==> config.mk <==
export PLATFORM = sky130hd
export DESIGN_NAME = dispatch_stage_flat
export DESIGN_NICKNAME = d
export VERILOG_FILES = /design/src/rtl/dispatch_stage_pkg.sv /design/src/rtl/dispatch_stage_if.sv /design/src/rtl/dispatch_fifo.sv /design/src/rtl/dispatch_stage.sv /design/src/flat_wrapper.sv
export SDC_FILE = /design/constraint.sdc
export NUM_CORES = 1
export LEC_CHECK = 0
export ABC_AREA = 1
export BUFFER_PORTS_ARGS = -buffer_cell sky130_fd_sc_hd__buf_2
export CAP_MARGIN = 20
export CORE_MARGIN = 10
export CORE_UTILIZATION = 47
export DETAILED_ROUTE_END_ITERATION = 12
export PLACE_DENSITY = 0.68
export REMOVE_ABC_BUFFERS = 1
export SLEW_MARGIN = 25
export SYNTH_ARGS = -nofsm -noshare
export SYNTH_HDL_FRONTEND = slang
export SYNTH_HIERARCHICAL = 1
export SYNTH_SLANG_ARGS = --single-unit
==> constraint.sdc <==
create_clock -name clk_in -period 6.6 [get_ports clk_in]
set_clock_uncertainty 0.2 [all_clocks]
set_input_delay 0.99 -clock clk_in [delete_from_list [all_inputs] [get_ports clk_in]]
set_output_delay 0.99 -clock clk_in [all_outputs]
set_load 0.01 [all_outputs]
==> src/rtl/dispatch_stage_pkg.sv <==
// Shared definitions for the dispatch stage.
//   OP_NOP        opcode value that the decoder uses for "no instruction"
//   ROB_TAG_NONE  ROB tag meaning "operand has no producer" (real tags are 1..2^ROB_W-1)
//   DEF_*         default widths used by the interface and the top module
//   opcode_t      opcode type at the default width
//   entry_t       queued instruction at the default widths
// The top module redeclares the entry layout from its own parameters, so non-default widths work.
package dispatch_stage_pkg;

  localparam int unsigned DEF_ID_W   = 32;
  localparam int unsigned DEF_ADDR_W = 32;
  localparam int unsigned DEF_REG_W  = 5;
  localparam int unsigned DEF_ROB_W  = 4;
  localparam int unsigned DEF_OP_W   = 6;

  typedef logic [DEF_OP_W-1:0] opcode_t;

  localparam opcode_t                OP_NOP       = '0;
  localparam logic [DEF_ROB_W-1:0]   ROB_TAG_NONE = '0;

  typedef struct packed {
    logic [DEF_REG_W-1:0]  rs;
    logic [DEF_REG_W-1:0]  rt;
    logic [DEF_REG_W-1:0]  rd;
    logic [DEF_ID_W-1:0]   imm;
    opcode_t               op;
    logic [DEF_ADDR_W-1:0] pc;
    logic                  taken;
  } entry_t;

endpackage

==> src/rtl/dispatch_stage_if.sv <==
// Bundle of every non-clock signal of the dispatch stage.
//   slave  modport: the dispatch stage itself (decoder/regfile/ROB/RS/CDB inputs, issue outputs)
//   master modport: the surrounding pipeline (decoder, regfile, ROB, RS, CDB)
// Signal names keep the _in/_out suffixes as seen from the dispatch stage.
interface dispatch_stage_if
  import dispatch_stage_pkg::*;
#(
  parameter int unsigned ID_W   = DEF_ID_W,
  parameter int unsigned ADDR_W = DEF_ADDR_W,
  parameter int unsigned REG_W  = DEF_REG_W,
  parameter int unsigned ROB_W  = DEF_ROB_W,
  parameter int unsigned OP_W   = DEF_OP_W
);

  logic              rdy_in;
  logic              clear_in;

  // Decoder
  logic              dec_valid_in;
  logic              dec_ready_out;
  logic [REG_W-1:0]  dec_rs_in;
  logic [REG_W-1:0]  dec_rt_in;
  logic [REG_W-1:0]  dec_rd_in;
  logic [ID_W-1:0]   dec_imm_in;
  logic [OP_W-1:0]   dec_op_in;
  logic [ADDR_W-1:0] dec_pc_in;
  logic              dec_taken_in;

  // Register file
  logic [REG_W-1:0]  rf_rs_out;
  logic [REG_W-1:0]  rf_rt_out;
  logic              rf_rs_busy_in;
  logic              rf_rt_busy_in;
  logic [ID_W-1:0]   rf_rs_val_in;
  logic [ID_W-1:0]   rf_rt_val_in;
  logic [ROB_W-1:0]  rf_rs_tag_in;
  logic [ROB_W-1:0]  rf_rt_tag_in;
  logic              rf_rd_en_out;
  logic [REG_W-1:0]  rf_rd_out;
  logic [ROB_W-1:0]  rf_tag_out;

  // Reorder buffer
  logic [ROB_W-1:0]  rob_rs_h_out;
  logic [ROB_W-1:0]  rob_rt_h_out;
  logic              rob_rs_ready_in;
  logic              rob_rt_ready_in;
  logic [ID_W-1:0]   rob_rs_val_in;
  logic [ID_W-1:0]   rob_rt_val_in;
  logic              rob_full_in;
  logic [ROB_W-1:0]  rob_b_in;
  logic              rob_en_out;
  logic [OP_W-1:0]   rob_op_out;
  logic [REG_W-1:0]  rob_dest_out;
  logic [ADDR_W-1:0] rob_pc_out;
  logic              rob_taken_out;

  // Reservation station
  logic              rs_full_in;
  logic              rs_en_out;
  logic [ID_W-1:0]   rs_vj_out;
  logic [ID_W-1:0]   rs_vk_out;
  logic [ROB_W-1:0]  rs_qj_out;
  logic [ROB_W-1:0]  rs_qk_out;
  logic [ID_W-1:0]   rs_a_out;
  logic [ROB_W-1:0]  rs_dest_out;
  logic [ADDR_W-1:0] rs_pc_out;

  // Common data bus
  logic              cdb_valid_in;
  logic [ROB_W-1:0]  cdb_tag_in;
  logic [ID_W-1:0]   cdb_val_in;

  modport slave (
    input  rdy_in, clear_in,
    input  dec_valid_in, dec_rs_in, dec_rt_in, dec_rd_in, dec_imm_in, dec_op_in, dec_pc_in,
    input  dec_taken_in,
    output dec_ready_out,
    output rf_rs_out, rf_rt_out, rf_rd_en_out, rf_rd_out, rf_tag_out,
    input  rf_rs_busy_in, rf_rt_busy_in, rf_rs_val_in, rf_rt_val_in, rf_rs_tag_in, rf_rt_tag_in,
    output rob_rs_h_out, rob_rt_h_out, rob_en_out, rob_op_out, rob_dest_out, rob_pc_out,
    output rob_taken_out,
    input  rob_rs_ready_in, rob_rt_ready_in, rob_rs_val_in, rob_rt_val_in, rob_full_in, rob_b_in,
    input  rs_full_in,
    output rs_en_out, rs_vj_out, rs_vk_out, rs_qj_out, rs_qk_out, rs_a_out, rs_dest_out, rs_pc_out,
    input  cdb_valid_in, cdb_tag_in, cdb_val_in
  );

  modport master (
    output rdy_in, clear_in,
    output dec_valid_in, dec_rs_in, dec_rt_in, dec_rd_in, dec_imm_in, dec_op_in, dec_pc_in,
    output dec_taken_in,
    input  dec_ready_out,
    input  rf_rs_out, rf_rt_out, rf_rd_en_out, rf_rd_out, rf_tag_out,
    output rf_rs_busy_in, rf_rt_busy_in, rf_rs_val_in, rf_rt_val_in, rf_rs_tag_in, rf_rt_tag_in,
    input  rob_rs_h_out, rob_rt_h_out, rob_en_out, rob_op_out, rob_dest_out, rob_pc_out,
    input  rob_taken_out,
    output rob_rs_ready_in, rob_rt_ready_in, rob_rs_val_in, rob_rt_val_in, rob_full_in, rob_b_in,
    output rs_full_in,
    input  rs_en_out, rs_vj_out, rs_vk_out, rs_qj_out, rs_qk_out, rs_a_out, rs_dest_out, rs_pc_out,
    output cdb_valid_in, cdb_tag_in, cdb_val_in
  );

endinterface

==> src/rtl/dispatch_fifo.sv <==
// Circular buffer of DEPTH entries of WIDTH bits (DEPTH a power of two, >= 2).
//   clk_i, rst_i   clock, synchronous active-high reset
//   clear_i        empty the buffer at the next edge (wins over push/pop)
//   push_i/wdata_i append an entry (ignored when full)
//   pop_i          drop the head entry (ignored when empty)
//   rdata_o        head entry, valid while !empty_o
//   count_o        occupancy, 0..DEPTH
//   full_o/empty_o occupancy flags
module dispatch_fifo #(
  parameter int unsigned WIDTH = 8,
  parameter int unsigned DEPTH = 4,
  localparam int unsigned PTR_W = $clog2(DEPTH),
  localparam int unsigned CNT_W = PTR_W + 1
) (
  input  logic             clk_i,
  input  logic             rst_i,
  input  logic             clear_i,
  input  logic             push_i,
  input  logic [WIDTH-1:0] wdata_i,
  input  logic             pop_i,
  output logic [WIDTH-1:0] rdata_o,
  output logic [CNT_W-1:0] count_o,
  output logic             full_o,
  output logic             empty_o
);

  logic [WIDTH-1:0] mem_q [DEPTH];
  logic [PTR_W-1:0] wr_ptr_q, wr_ptr_d;
  logic [PTR_W-1:0] rd_ptr_q, rd_ptr_d;
  logic [CNT_W-1:0] count_q, count_d;
  logic             do_push, do_pop;

  assign full_o  = (count_q == CNT_W'(DEPTH));
  assign empty_o = (count_q == '0);
  assign count_o = count_q;
  assign rdata_o = mem_q[rd_ptr_q];

  assign do_push = push_i && !full_o && !clear_i;
  assign do_pop  = pop_i && !empty_o && !clear_i;

  // Pointers wrap naturally because DEPTH is a power of two.
  always_comb begin
    wr_ptr_d = wr_ptr_q;
    rd_ptr_d = rd_ptr_q;
    count_d  = count_q;
    if (clear_i) begin
      wr_ptr_d = '0;
      rd_ptr_d = '0;
      count_d  = '0;
    end else begin
      if (do_push) wr_ptr_d = wr_ptr_q + PTR_W'(1);
      if (do_pop)  rd_ptr_d = rd_ptr_q + PTR_W'(1);
      count_d = count_q + CNT_W'(do_push) - CNT_W'(do_pop);
    end
  end

  always_ff @(posedge clk_i) begin
    if (rst_i) begin
      wr_ptr_q <= '0;
      rd_ptr_q <= '0;
      count_q  <= '0;
    end else begin
      wr_ptr_q <= wr_ptr_d;
      rd_ptr_q <= rd_ptr_d;
      count_q  <= count_d;
    end
  end

  // Storage needs no reset: entries are only read once counted in.
  always_ff @(posedge clk_i) begin
    if (do_push) mem_q[wr_ptr_q] <= wdata_i;
  end

endmodule

==> src/rtl/dispatch_stage.sv <==
// Buffered dispatch stage between decoder and RS/ROB/regfile.
// Decoded instructions are queued in a DEPTH-entry FIFO; the head issues when RS and ROB both have
// room. At issue, source operands are resolved from the regfile, the ROB, the rename issued in the
// previous cycle, or (optionally) the CDB, and rd is renamed to the ROB tag offered on rob_b_in.
// Ports:
//   clk_in  clock
//   rst_in  synchronous active-high reset: empties the FIFO, zeroes all registered outputs
//   bus     dispatch_stage_if.slave: decoder, regfile, ROB, RS and CDB signals
// Configuration macro:
//   DISPATCH_CDB_BYPASS_EN  when defined, an operand still waiting on tag T at issue takes the CDB
//                           value if T is broadcast in that same cycle. Otherwise cdb_* is ignored.
// Interface parameters must match the parameters of this module.
module dispatch_stage
  import dispatch_stage_pkg::*;
#(
  parameter int unsigned DEPTH  = 4,
  parameter int unsigned ID_W   = DEF_ID_W,
  parameter int unsigned ADDR_W = DEF_ADDR_W,
  parameter int unsigned REG_W  = DEF_REG_W,
  parameter int unsigned ROB_W  = DEF_ROB_W,
  parameter int unsigned OP_W   = DEF_OP_W
) (
  input  logic            clk_in,
  input  logic            rst_in,
  dispatch_stage_if.slave bus
);

  localparam int unsigned CNT_W = $clog2(DEPTH) + 1;
  localparam logic [OP_W-1:0]  OP_NOP_W   = OP_W'(OP_NOP);
  localparam logic [ROB_W-1:0] TAG_NONE_W = ROB_W'(ROB_TAG_NONE);

  typedef struct packed {
    logic [REG_W-1:0]  rs;
    logic [REG_W-1:0]  rt;
    logic [REG_W-1:0]  rd;
    logic [ID_W-1:0]   imm;
    logic [OP_W-1:0]   op;
    logic [ADDR_W-1:0] pc;
    logic              taken;
  } dispatch_entry_t;

  typedef struct packed {
    logic [ID_W-1:0]  v;
    logic [ROB_W-1:0] q;
  } operand_t;

  // Priority: x0, then last cycle's rename (regfile has not seen it yet), then regfile, then ROB.
  function automatic operand_t resolve_operand(
    input logic [REG_W-1:0] src,
    input logic             fwd_hit,
    input logic [ROB_W-1:0] fwd_tag,
    input logic             busy,
    input logic [ID_W-1:0]  rf_val,
    input logic [ROB_W-1:0] rf_tag,
    input logic             rob_ready,
    input logic [ID_W-1:0]  rob_val
  );
    operand_t res;
    res.v = '0;
    res.q = TAG_NONE_W;
    if (src != '0) begin
      if (fwd_hit) begin
        res.q = fwd_tag;
      end else if (!busy) begin
        res.v = rf_val;
      end else if (rob_ready) begin
        res.v = rob_val;
      end else begin
        res.q = rf_tag;
      end
    end
    return res;
  endfunction

  dispatch_entry_t head, incoming;
  logic [CNT_W-1:0] count;
  logic             fifo_empty;
  logic             unused_fifo_full;
  logic             push, pop, flush;
  operand_t         opj, opk;
  logic             fwd_j, fwd_k;

  // Registered issue outputs; rf_rd_*_q also serve as the one-cycle rename forward register.
  logic              issue_q, issue_d;
  logic              rf_rd_en_q, rf_rd_en_d;
  logic [ID_W-1:0]   vj_q, vj_d, vk_q, vk_d, a_q, a_d;
  logic [ROB_W-1:0]  qj_q, qj_d, qk_q, qk_d, tag_q, tag_d;
  logic [ADDR_W-1:0] pc_q, pc_d;
  logic [OP_W-1:0]   op_q, op_d;
  logic [REG_W-1:0]  rd_q, rd_d;
  logic              taken_q, taken_d;

  assign incoming = '{
    rs:    bus.dec_rs_in,
    rt:    bus.dec_rt_in,
    rd:    bus.dec_rd_in,
    imm:   bus.dec_imm_in,
    op:    bus.dec_op_in,
    pc:    bus.dec_pc_in,
    taken: bus.dec_taken_in
  };

  // Ready depends only on occupancy so there is no path from RS/ROB full back to the decoder.
  assign bus.dec_ready_out = (count < CNT_W'(DEPTH));

  assign flush = bus.rdy_in && bus.clear_in;
  // NOPs are acknowledged to the decoder but never stored.
  assign push  = bus.rdy_in && !bus.clear_in && bus.dec_valid_in && bus.dec_ready_out &&
                 (bus.dec_op_in != OP_NOP_W);
  assign pop   = bus.rdy_in && !bus.clear_in && !fifo_empty && !bus.rs_full_in &&
                 !bus.rob_full_in;

  dispatch_fifo #(
    .WIDTH ($bits(dispatch_entry_t)),
    .DEPTH (DEPTH)
  ) u_fifo (
    .clk_i   (clk_in),
    .rst_i   (rst_in),
    .clear_i (flush),
    .push_i  (push),
    .wdata_i (incoming),
    .pop_i   (pop),
    .rdata_o (head),
    .count_o (count),
    .full_o  (unused_fifo_full),
    .empty_o (fifo_empty)
  );

  assign bus.rf_rs_out    = head.rs;
  assign bus.rf_rt_out    = head.rt;
  assign bus.rob_rs_h_out = bus.rf_rs_tag_in;
  assign bus.rob_rt_h_out = bus.rf_rt_tag_in;

  assign fwd_j = rf_rd_en_q && (rf_rd_q_eq(head.rs));
  assign fwd_k = rf_rd_en_q && (rf_rd_q_eq(head.rt));

  function automatic logic rf_rd_q_eq(input logic [REG_W-1:0] src);
    return rd_q == src;
  endfunction

`ifdef DISPATCH_CDB_BYPASS_EN
  always_comb begin
    opj = resolve_operand(head.rs, fwd_j, tag_q, bus.rf_rs_busy_in, bus.rf_rs_val_in,
                          bus.rf_rs_tag_in, bus.rob_rs_ready_in, bus.rob_rs_val_in);
    opk = resolve_operand(head.rt, fwd_k, tag_q, bus.rf_rt_busy_in, bus.rf_rt_val_in,
                          bus.rf_rt_tag_in, bus.rob_rt_ready_in, bus.rob_rt_val_in);
    // Result broadcast in the issue cycle would otherwise be missed by the RS.
    if (bus.cdb_valid_in && (opj.q != TAG_NONE_W) && (opj.q == bus.cdb_tag_in)) begin
      opj.v = bus.cdb_val_in;
      opj.q = TAG_NONE_W;
    end
    if (bus.cdb_valid_in && (opk.q != TAG_NONE_W) && (opk.q == bus.cdb_tag_in)) begin
      opk.v = bus.cdb_val_in;
      opk.q = TAG_NONE_W;
    end
  end
`else
  always_comb begin
    opj = resolve_operand(head.rs, fwd_j, tag_q, bus.rf_rs_busy_in, bus.rf_rs_val_in,
                          bus.rf_rs_tag_in, bus.rob_rs_ready_in, bus.rob_rs_val_in);
    opk = resolve_operand(head.rt, fwd_k, tag_q, bus.rf_rt_busy_in, bus.rf_rt_val_in,
                          bus.rf_rt_tag_in, bus.rob_rt_ready_in, bus.rob_rt_val_in);
  end

  logic unused_cdb;
  assign unused_cdb = ^{bus.cdb_valid_in, bus.cdb_tag_in, bus.cdb_val_in};
`endif

  // pop is already low on stall or flush, so enables drop and data registers hold.
  always_comb begin
    issue_d    = pop;
    rf_rd_en_d = pop && (head.rd != '0);
    vj_d       = vj_q;
    vk_d       = vk_q;
    qj_d       = qj_q;
    qk_d       = qk_q;
    a_d        = a_q;
    tag_d      = tag_q;
    pc_d       = pc_q;
    op_d       = op_q;
    rd_d       = rd_q;
    taken_d    = taken_q;
    if (pop) begin
      vj_d    = opj.v;
      qj_d    = opj.q;
      vk_d    = opk.v;
      qk_d    = opk.q;
      a_d     = head.imm;
      tag_d   = bus.rob_b_in;
      pc_d    = head.pc;
      op_d    = head.op;
      rd_d    = head.rd;
      taken_d = head.taken;
    end
  end

  always_ff @(posedge clk_in) begin
    if (rst_in) begin
      issue_q    <= 1'b0;
      rf_rd_en_q <= 1'b0;
      vj_q       <= '0;
      vk_q       <= '0;
      qj_q       <= '0;
      qk_q       <= '0;
      a_q        <= '0;
      tag_q      <= '0;
      pc_q       <= '0;
      op_q       <= '0;
      rd_q       <= '0;
      taken_q    <= 1'b0;
    end else begin
      issue_q    <= issue_d;
      rf_rd_en_q <= rf_rd_en_d;
      vj_q       <= vj_d;
      vk_q       <= vk_d;
      qj_q       <= qj_d;
      qk_q       <= qk_d;
      a_q        <= a_d;
      tag_q      <= tag_d;
      pc_q       <= pc_d;
      op_q       <= op_d;
      rd_q       <= rd_d;
      taken_q    <= taken_d;
    end
  end

  assign bus.rs_en_out     = issue_q;
  assign bus.rob_en_out    = issue_q;
  assign bus.rf_rd_en_out  = rf_rd_en_q;
  assign bus.rf_rd_out     = rd_q;
  assign bus.rf_tag_out    = tag_q;
  assign bus.rs_vj_out     = vj_q;
  assign bus.rs_vk_out     = vk_q;
  assign bus.rs_qj_out     = qj_q;
  assign bus.rs_qk_out     = qk_q;
  assign bus.rs_a_out      = a_q;
  assign bus.rs_dest_out   = tag_q;
  assign bus.rs_pc_out     = pc_q;
  assign bus.rob_op_out    = op_q;
  assign bus.rob_dest_out  = rd_q;
  assign bus.rob_pc_out    = pc_q;
  assign bus.rob_taken_out = taken_q;

endmodule
==> src/flat_wrapper.sv <==
// flat-port wrapper written by rule: the top's interface ports become plain ports
module dispatch_stage_flat import dispatch_stage_pkg::*;
#(
  parameter int unsigned DEPTH  = 4,
  parameter int unsigned ID_W   = DEF_ID_W,
  parameter int unsigned ADDR_W = DEF_ADDR_W,
  parameter int unsigned REG_W  = DEF_REG_W,
  parameter int unsigned ROB_W  = DEF_ROB_W,
  parameter int unsigned OP_W   = DEF_OP_W
)
  (clk_in, rst_in, bus_rdy_in, bus_clear_in, bus_dec_valid_in, bus_dec_rs_in, bus_dec_rt_in, bus_dec_rd_in, bus_dec_imm_in, bus_dec_op_in, bus_dec_pc_in, bus_dec_taken_in, bus_dec_ready_out, bus_rf_rs_out, bus_rf_rt_out, bus_rf_rd_en_out, bus_rf_rd_out, bus_rf_tag_out, bus_rf_rs_busy_in, bus_rf_rt_busy_in, bus_rf_rs_val_in, bus_rf_rt_val_in, bus_rf_rs_tag_in, bus_rf_rt_tag_in, bus_rob_rs_h_out, bus_rob_rt_h_out, bus_rob_en_out, bus_rob_op_out, bus_rob_dest_out, bus_rob_pc_out, bus_rob_taken_out, bus_rob_rs_ready_in, bus_rob_rt_ready_in, bus_rob_rs_val_in, bus_rob_rt_val_in, bus_rob_full_in, bus_rob_b_in, bus_rs_full_in, bus_rs_en_out, bus_rs_vj_out, bus_rs_vk_out, bus_rs_qj_out, bus_rs_qk_out, bus_rs_a_out, bus_rs_dest_out, bus_rs_pc_out, bus_cdb_valid_in, bus_cdb_tag_in, bus_cdb_val_in);
  dispatch_stage_if #(.ID_W(ID_W), .ADDR_W(ADDR_W), .REG_W(REG_W), .ROB_W(ROB_W), .OP_W(OP_W)) bus_i ();
  input  logic clk_in;
  input  logic rst_in;
  input wire logic [$bits(bus_i.rdy_in)-1:0] bus_rdy_in;
  input wire logic [$bits(bus_i.clear_in)-1:0] bus_clear_in;
  input wire logic [$bits(bus_i.dec_valid_in)-1:0] bus_dec_valid_in;
  input wire logic [$bits(bus_i.dec_rs_in)-1:0] bus_dec_rs_in;
  input wire logic [$bits(bus_i.dec_rt_in)-1:0] bus_dec_rt_in;
  input wire logic [$bits(bus_i.dec_rd_in)-1:0] bus_dec_rd_in;
  input wire logic [$bits(bus_i.dec_imm_in)-1:0] bus_dec_imm_in;
  input wire logic [$bits(bus_i.dec_op_in)-1:0] bus_dec_op_in;
  input wire logic [$bits(bus_i.dec_pc_in)-1:0] bus_dec_pc_in;
  input wire logic [$bits(bus_i.dec_taken_in)-1:0] bus_dec_taken_in;
  output wire logic [$bits(bus_i.dec_ready_out)-1:0] bus_dec_ready_out;
  output wire logic [$bits(bus_i.rf_rs_out)-1:0] bus_rf_rs_out;
  output wire logic [$bits(bus_i.rf_rt_out)-1:0] bus_rf_rt_out;
  output wire logic [$bits(bus_i.rf_rd_en_out)-1:0] bus_rf_rd_en_out;
  output wire logic [$bits(bus_i.rf_rd_out)-1:0] bus_rf_rd_out;
  output wire logic [$bits(bus_i.rf_tag_out)-1:0] bus_rf_tag_out;
  input wire logic [$bits(bus_i.rf_rs_busy_in)-1:0] bus_rf_rs_busy_in;
  input wire logic [$bits(bus_i.rf_rt_busy_in)-1:0] bus_rf_rt_busy_in;
  input wire logic [$bits(bus_i.rf_rs_val_in)-1:0] bus_rf_rs_val_in;
  input wire logic [$bits(bus_i.rf_rt_val_in)-1:0] bus_rf_rt_val_in;
  input wire logic [$bits(bus_i.rf_rs_tag_in)-1:0] bus_rf_rs_tag_in;
  input wire logic [$bits(bus_i.rf_rt_tag_in)-1:0] bus_rf_rt_tag_in;
  output wire logic [$bits(bus_i.rob_rs_h_out)-1:0] bus_rob_rs_h_out;
  output wire logic [$bits(bus_i.rob_rt_h_out)-1:0] bus_rob_rt_h_out;
  output wire logic [$bits(bus_i.rob_en_out)-1:0] bus_rob_en_out;
  output wire logic [$bits(bus_i.rob_op_out)-1:0] bus_rob_op_out;
  output wire logic [$bits(bus_i.rob_dest_out)-1:0] bus_rob_dest_out;
  output wire logic [$bits(bus_i.rob_pc_out)-1:0] bus_rob_pc_out;
  output wire logic [$bits(bus_i.rob_taken_out)-1:0] bus_rob_taken_out;
  input wire logic [$bits(bus_i.rob_rs_ready_in)-1:0] bus_rob_rs_ready_in;
  input wire logic [$bits(bus_i.rob_rt_ready_in)-1:0] bus_rob_rt_ready_in;
  input wire logic [$bits(bus_i.rob_rs_val_in)-1:0] bus_rob_rs_val_in;
  input wire logic [$bits(bus_i.rob_rt_val_in)-1:0] bus_rob_rt_val_in;
  input wire logic [$bits(bus_i.rob_full_in)-1:0] bus_rob_full_in;
  input wire logic [$bits(bus_i.rob_b_in)-1:0] bus_rob_b_in;
  input wire logic [$bits(bus_i.rs_full_in)-1:0] bus_rs_full_in;
  output wire logic [$bits(bus_i.rs_en_out)-1:0] bus_rs_en_out;
  output wire logic [$bits(bus_i.rs_vj_out)-1:0] bus_rs_vj_out;
  output wire logic [$bits(bus_i.rs_vk_out)-1:0] bus_rs_vk_out;
  output wire logic [$bits(bus_i.rs_qj_out)-1:0] bus_rs_qj_out;
  output wire logic [$bits(bus_i.rs_qk_out)-1:0] bus_rs_qk_out;
  output wire logic [$bits(bus_i.rs_a_out)-1:0] bus_rs_a_out;
  output wire logic [$bits(bus_i.rs_dest_out)-1:0] bus_rs_dest_out;
  output wire logic [$bits(bus_i.rs_pc_out)-1:0] bus_rs_pc_out;
  input wire logic [$bits(bus_i.cdb_valid_in)-1:0] bus_cdb_valid_in;
  input wire logic [$bits(bus_i.cdb_tag_in)-1:0] bus_cdb_tag_in;
  input wire logic [$bits(bus_i.cdb_val_in)-1:0] bus_cdb_val_in;
  assign bus_i.rdy_in = bus_rdy_in;
  assign bus_i.clear_in = bus_clear_in;
  assign bus_i.dec_valid_in = bus_dec_valid_in;
  assign bus_i.dec_rs_in = bus_dec_rs_in;
  assign bus_i.dec_rt_in = bus_dec_rt_in;
  assign bus_i.dec_rd_in = bus_dec_rd_in;
  assign bus_i.dec_imm_in = bus_dec_imm_in;
  assign bus_i.dec_op_in = bus_dec_op_in;
  assign bus_i.dec_pc_in = bus_dec_pc_in;
  assign bus_i.dec_taken_in = bus_dec_taken_in;
  assign bus_dec_ready_out = bus_i.dec_ready_out;
  assign bus_rf_rs_out = bus_i.rf_rs_out;
  assign bus_rf_rt_out = bus_i.rf_rt_out;
  assign bus_rf_rd_en_out = bus_i.rf_rd_en_out;
  assign bus_rf_rd_out = bus_i.rf_rd_out;
  assign bus_rf_tag_out = bus_i.rf_tag_out;
  assign bus_i.rf_rs_busy_in = bus_rf_rs_busy_in;
  assign bus_i.rf_rt_busy_in = bus_rf_rt_busy_in;
  assign bus_i.rf_rs_val_in = bus_rf_rs_val_in;
  assign bus_i.rf_rt_val_in = bus_rf_rt_val_in;
  assign bus_i.rf_rs_tag_in = bus_rf_rs_tag_in;
  assign bus_i.rf_rt_tag_in = bus_rf_rt_tag_in;
  assign bus_rob_rs_h_out = bus_i.rob_rs_h_out;
  assign bus_rob_rt_h_out = bus_i.rob_rt_h_out;
  assign bus_rob_en_out = bus_i.rob_en_out;
  assign bus_rob_op_out = bus_i.rob_op_out;
  assign bus_rob_dest_out = bus_i.rob_dest_out;
  assign bus_rob_pc_out = bus_i.rob_pc_out;
  assign bus_rob_taken_out = bus_i.rob_taken_out;
  assign bus_i.rob_rs_ready_in = bus_rob_rs_ready_in;
  assign bus_i.rob_rt_ready_in = bus_rob_rt_ready_in;
  assign bus_i.rob_rs_val_in = bus_rob_rs_val_in;
  assign bus_i.rob_rt_val_in = bus_rob_rt_val_in;
  assign bus_i.rob_full_in = bus_rob_full_in;
  assign bus_i.rob_b_in = bus_rob_b_in;
  assign bus_i.rs_full_in = bus_rs_full_in;
  assign bus_rs_en_out = bus_i.rs_en_out;
  assign bus_rs_vj_out = bus_i.rs_vj_out;
  assign bus_rs_vk_out = bus_i.rs_vk_out;
  assign bus_rs_qj_out = bus_i.rs_qj_out;
  assign bus_rs_qk_out = bus_i.rs_qk_out;
  assign bus_rs_a_out = bus_i.rs_a_out;
  assign bus_rs_dest_out = bus_i.rs_dest_out;
  assign bus_rs_pc_out = bus_i.rs_pc_out;
  assign bus_i.cdb_valid_in = bus_cdb_valid_in;
  assign bus_i.cdb_tag_in = bus_cdb_tag_in;
  assign bus_i.cdb_val_in = bus_cdb_val_in;
  dispatch_stage #(.DEPTH(DEPTH), .ID_W(ID_W), .ADDR_W(ADDR_W), .REG_W(REG_W), .ROB_W(ROB_W), .OP_W(OP_W)) u_core (.clk_in(clk_in), .rst_in(rst_in), .bus(bus_i));
endmodule
# == Yosys cells after proc, flatten, opt, wreduce, memory -nomap -nowiden ==
# Memories as Yosys holds them, arrays and structs flattened. A register that Yosys moved wholly into a read port is not among the register bits.
# Index checks and enable logic that the tools add are counted.
# classes
n_eq_ne,3
n_lt_le_gt_ge,1
reduce_logical,27
n_mux,18
n_addsub,4
# ops
op,n
$mux 32,6
$mux 36,2
$mux 4,6
$logic_and 1x1->1,15
$reduce_bool 5->1,3
$eq 5x5->1,2
$logic_not 1->1,6
$reduce_bool 6->1,1
$add 2x1->2 const B,2
$mux 2,2
$add 3x1->3,1
$eq 3x3->1 const B,1
$logic_not 3->1,1
$lt 3x3->1 const B,1
$sub 3x1->3,1
$mux 1,2
$reduce_or 2->1,1
# totals
input_bits,274
regBits,161
ramBits,344
output_inout_bits,215
memories,1
word_cells,69
# mem_list
memory,depth,word_bits,read_ports,rd_ports_with_merged_regs,write_ports,line_no,text
u_core.u_fifo.mem_q,4,86,1,1,1,dispatch_fifo.sv:27,logic [WIDTH-1:0] mem_q [DEPTH];

# == Depth between registers and ports, before layout ==
# depth
word_depth,9
depth_mapped,18
mapped_depth_nobuf,16

# == Hierarchy ==
# The synthesis kept the hierarchy.
# by_module_without_submodules
mod,cells_per_inst,area_each_um2,instances,seq_area_each_um2
dispatch_fifo,903,13220.2,1,10510.1
dispatch_stage,1039,7594.8,1,3083.0

# == Worst setup path after synthesis ==
# OpenSTA, ideal clock, no wires.
# synth_timing
path_kind,input port to flip-flop
from,in bus_rdy_in
to,"mem u_core/u_fifo/mem_q[0][0] (netlist name), enable pin"
path_slack_ps,674
path_buffers,0
setup_ps,532
required_time_ps,5868
path_stages,8
arrival_ps,5194
path_cell_list,inv_2 -> nor2_4 -> nand4_1 -> inv_1 -> inv_1 -> nor2_1 -> nand2_1 -> nor2_1
# synth_via
elab_chain_len,8
word_cells_on_any_way,10
cone_classes,mux: 2; reduce/logical: 8
# synth_rtl
element,line_no,text
from (decl),flat_wrapper.sv:15,input wire logic [$bits(bus_i.rdy_in)-1:0] bus_rdy_in;
$logic_and 1x1->1 (4 in a row),dispatch_stage.sv:108,assign push = bus.rdy_in && !bus.clear_in && bus.dec_valid_in && bus.dec_ready_out &&
named net u_core.push,dispatch_stage.sv:79,"logic push, pop, flush;"
$logic_and 1x1->1 (2 in a row),dispatch_fifo.sv:38,assign do_push = push_i && !full_o && !clear_i;
$mux 1,dispatch_fifo.sv:71,if (do_push) mem_q[wr_ptr_q] <= wdata_i;
$mux 1 (implied by the code),dispatch_fifo.sv:71,
to (decl),dispatch_fifo.sv:27,
# The timed path passes the listed nets, and every way through them passes these cells.

==> results.sh <==
export IMPL_start_util_pct=47.3
export IMPL_top_layer="met5"
export IMPL_postCtsSetupBuffers=0
export IMPL_final_cells=2927
export IMPL_routedWlPerCell_um=20.2
export IMPL_final_min_clock_period_ns=3.91
export IMPL_worstHoldStart="u_core/bus.rs_a_out[24]"
export IMPL_slew_viol_final=0
export IMPL_setup_tns_ns=0
export IMPL_fp_dieH_um=230
export IMPL_whs_path_depth=2
export IMPL_critPathCaptureType="primary output"
export IMPL_max_stage_delay_ns=0.80
export IMPL_criticalPathCategory="flop to primary output"
export IMPL_met2_length_mm=29.2
export IMPL_wl_met3_mm=4.42
export IMPL_yosysWarnings=6
export IMPL_antenna_found_initial=11
export IMPL_drt_met1_wl_mm=24.3
export IMPL_cap_violations=0
export IMPL_fin_crit_sh_pct=59.2
export IMPL_cts_resized_gates=0
export IMPL_worst_setup_path_start_kind="flop"
export IMPL_hold_buffers=0
export IMPL_syn2layout_area_growth_pct=18.7
export IMPL_nets=2568
export IMPL_routed_wl_mm=59.1
export IMPL_grt_overflow=0
export IMPL_syn_cell_area_mm2=0.0208
export IMPL_r2r_end="u_core/bus.rs_vj_out[30]"
export IMPL_insertion_delay_ns=0.59
export IMPL_leakage_nw=9.55
export IMPL_dpl_cell_count=2825
export IMPL_dp_hpwl_mm=37.7
export IMPL_ir_worst_vdd_mv=0.227
export IMPL_cts_root_buf="clkbuf_16"
export IMPL_hp_class="flop to flop"
export IMPL_io_buffer_count=451
export IMPL_gr_usage_all_layers_pct=21.1
export IMPL_critPathMaxFanout=86
export IMPL_via_count=15455
export IMPL_vias_per_cell=5.28
export IMPL_relSlewSlack_pct=30.5
export IMPL_cts_sinks=507
export IMPL_ff2ff_path_depth=11
export IMPL_drc=0
export IMPL_die_area_mm2=0.0531
export IMPL_die_x_um=230
export IMPL_grt_start_max_net_pins=104
export IMPL_critPathRequiredTime_ns=5.41
export IMPL_tightest_slew_ns=1.04
export IMPL_first_iter_violations=1151
export IMPL_slowest_stage="buf_4"
export IMPL_h_tree_depth=2
export IMPL_status="complete, no violations"
export IMPL_cts_tree="done"
export IMPL_powerDensity_mw_per_mm2=270
export IMPL_path_cells="buf_4, o21ai_0, o22ai_1, buf_2"
export IMPL_antenna_left=0
export IMPL_reg2reg_slack_ns=3.23
export IMPL_grt_pass1_vias=15233
export IMPL_gp_congestion=0.885
export IMPL_ios=489
export IMPL_fmax_mhz=256
export IMPL_drt_first_pass_iters=5
export IMPL_cts_made_buffers=52
export IMPL_syn_avg_cell_area_um2=10.7
export IMPL_worstPathArrival_ns=2.72
export IMPL_hold_violations=0
export IMPL_layout_drive_gt1_share_pct=29.5
export IMPL_synth_cells=1941
export IMPL_setup_violations=0
export IMPL_rsz0062_at_grt="no"
export IMPL_min_to="u_core/bus.rs_a_out[24]"
export IMPL_clk_pin_slew_worst_paths_ns=0.06
export IMPL_cts_path_max_buffers=3
export IMPL_fp_row_count=77
export IMPL_grt_pass1_wl_mm=88.7
export IMPL_core_mm2=0.0440
==> sequential cells by signal (all words and copies together) (netlist names), named ones only <==
name,cells
u_core/bus.rf_rd_en_out,1
u_core/bus.rs_qk_out,4
u_core/bus.rs_a_out,32
u_core/u_fifo/wr_ptr_q,2
u_core/u_fifo/rd_ptr_q,2
u_core/bus.rf_tag_out,4
u_core/bus.rs_qj_out,4
u_core/bus.rs_vj_out,32
u_core/bus.rob_taken_out,1
u_core/bus.rs_vk_out,32
u_core/bus.rf_rd_out,5
u_core/u_fifo/mem_q,344
u_core/bus.rob_pc_out,32
u_core/bus.rob_en_out,1
u_core/u_fifo/count_o,3
u_core/bus.rob_op_out,6
==> how the worst max path moves through the flow <==
stage,startpoint,endpoint,slack (ns),depth (start not counted)
final,flop,bus_rf_rs_out[4],2.69,4
after global routing,flop,bus_rf_rs_out[0],2.56,4
after CTS,flop,bus_rf_rs_out[4],2.65,4
after detailed placement,bus_clear_in,u_core/u_fifo/mem_q[0][23],2.66,9
after global placement,bus_clear_in,u_core/u_fifo/mem_q[0][12],2.71,9
after floorplan,bus_rdy_in,u_core/u_fifo/mem_q[0][0],0.67,8
==> critical path: cells and delay by family (launching register included) <==
family | cells | cell delay [ns]
AO/OA/AOI/OAI | 2 | 0.71
buffers and inverters | 2 | 1.06
flip-flops | 1 | 0.34
==> placed cells by master, fill, tap and decap left out, types with 11 or more instances in the layout <==
cell type and instances:
buf_2 450, edfxtp_1 344, nand2_1 277, o21ai_0 225, nor2_1 207, dfxtp_1 161, inv_1 108, nand3_1 95
a21oi_1 90, o22ai_1 86, nand2_2 62, a21oi_2 60, clkbuf_16 54, clkbuf_1 13, buf_4 13, o21ai_1 11
==> area by class of cell <==
cell class                      count  area [um2]
Fill cell                        3847       19300
Sequential cell                   507       13600
Multi-Input combinational cell   1144        5690
Timing Repair Buffer              467        2420
Clock buffer                       75        1510
Tap cell                          592         741
Inverter                          115         443
Clock inverter                     23         294
Antenna cell                        4        10.0
==> report_power, final <==
group | switching, mW | total, mW | internal, mW | leakage [nW]
clock network | 1.21 | 3.04 | 1.83 | 0.859
registers | 0.00575 | 3.41 | 3.41 | 4.42
logic | 0.148 | 0.233 | 0.0844 | 4.28
==> metal layers <==
layer | GRT usage [%] | vias to the layer above
met5 | 0 | -
met4 | 5.76 | 16
met3 | 4.98 | 89
met2 | 37.0 | 531
met1 | 25.6 | 7477
li1 | - | 7342
==> metrics by stage <==
step                util, %  area (um2)  hold WS, ns  power [mW]  worst slack, ns
detailed placement     52.0       22900        0.255        3.71             2.66
global placement       52.0       22900        0.251        3.71             2.71
global route           56.1       24700        0.283        6.88             2.56
CTS                    56.1       24700        0.265        6.74             2.65
finish                 56.1       24700        0.264        6.68             2.69
floorplan                 -       19700        0.268        3.55            0.674
(Power assumes the default switching activity.)
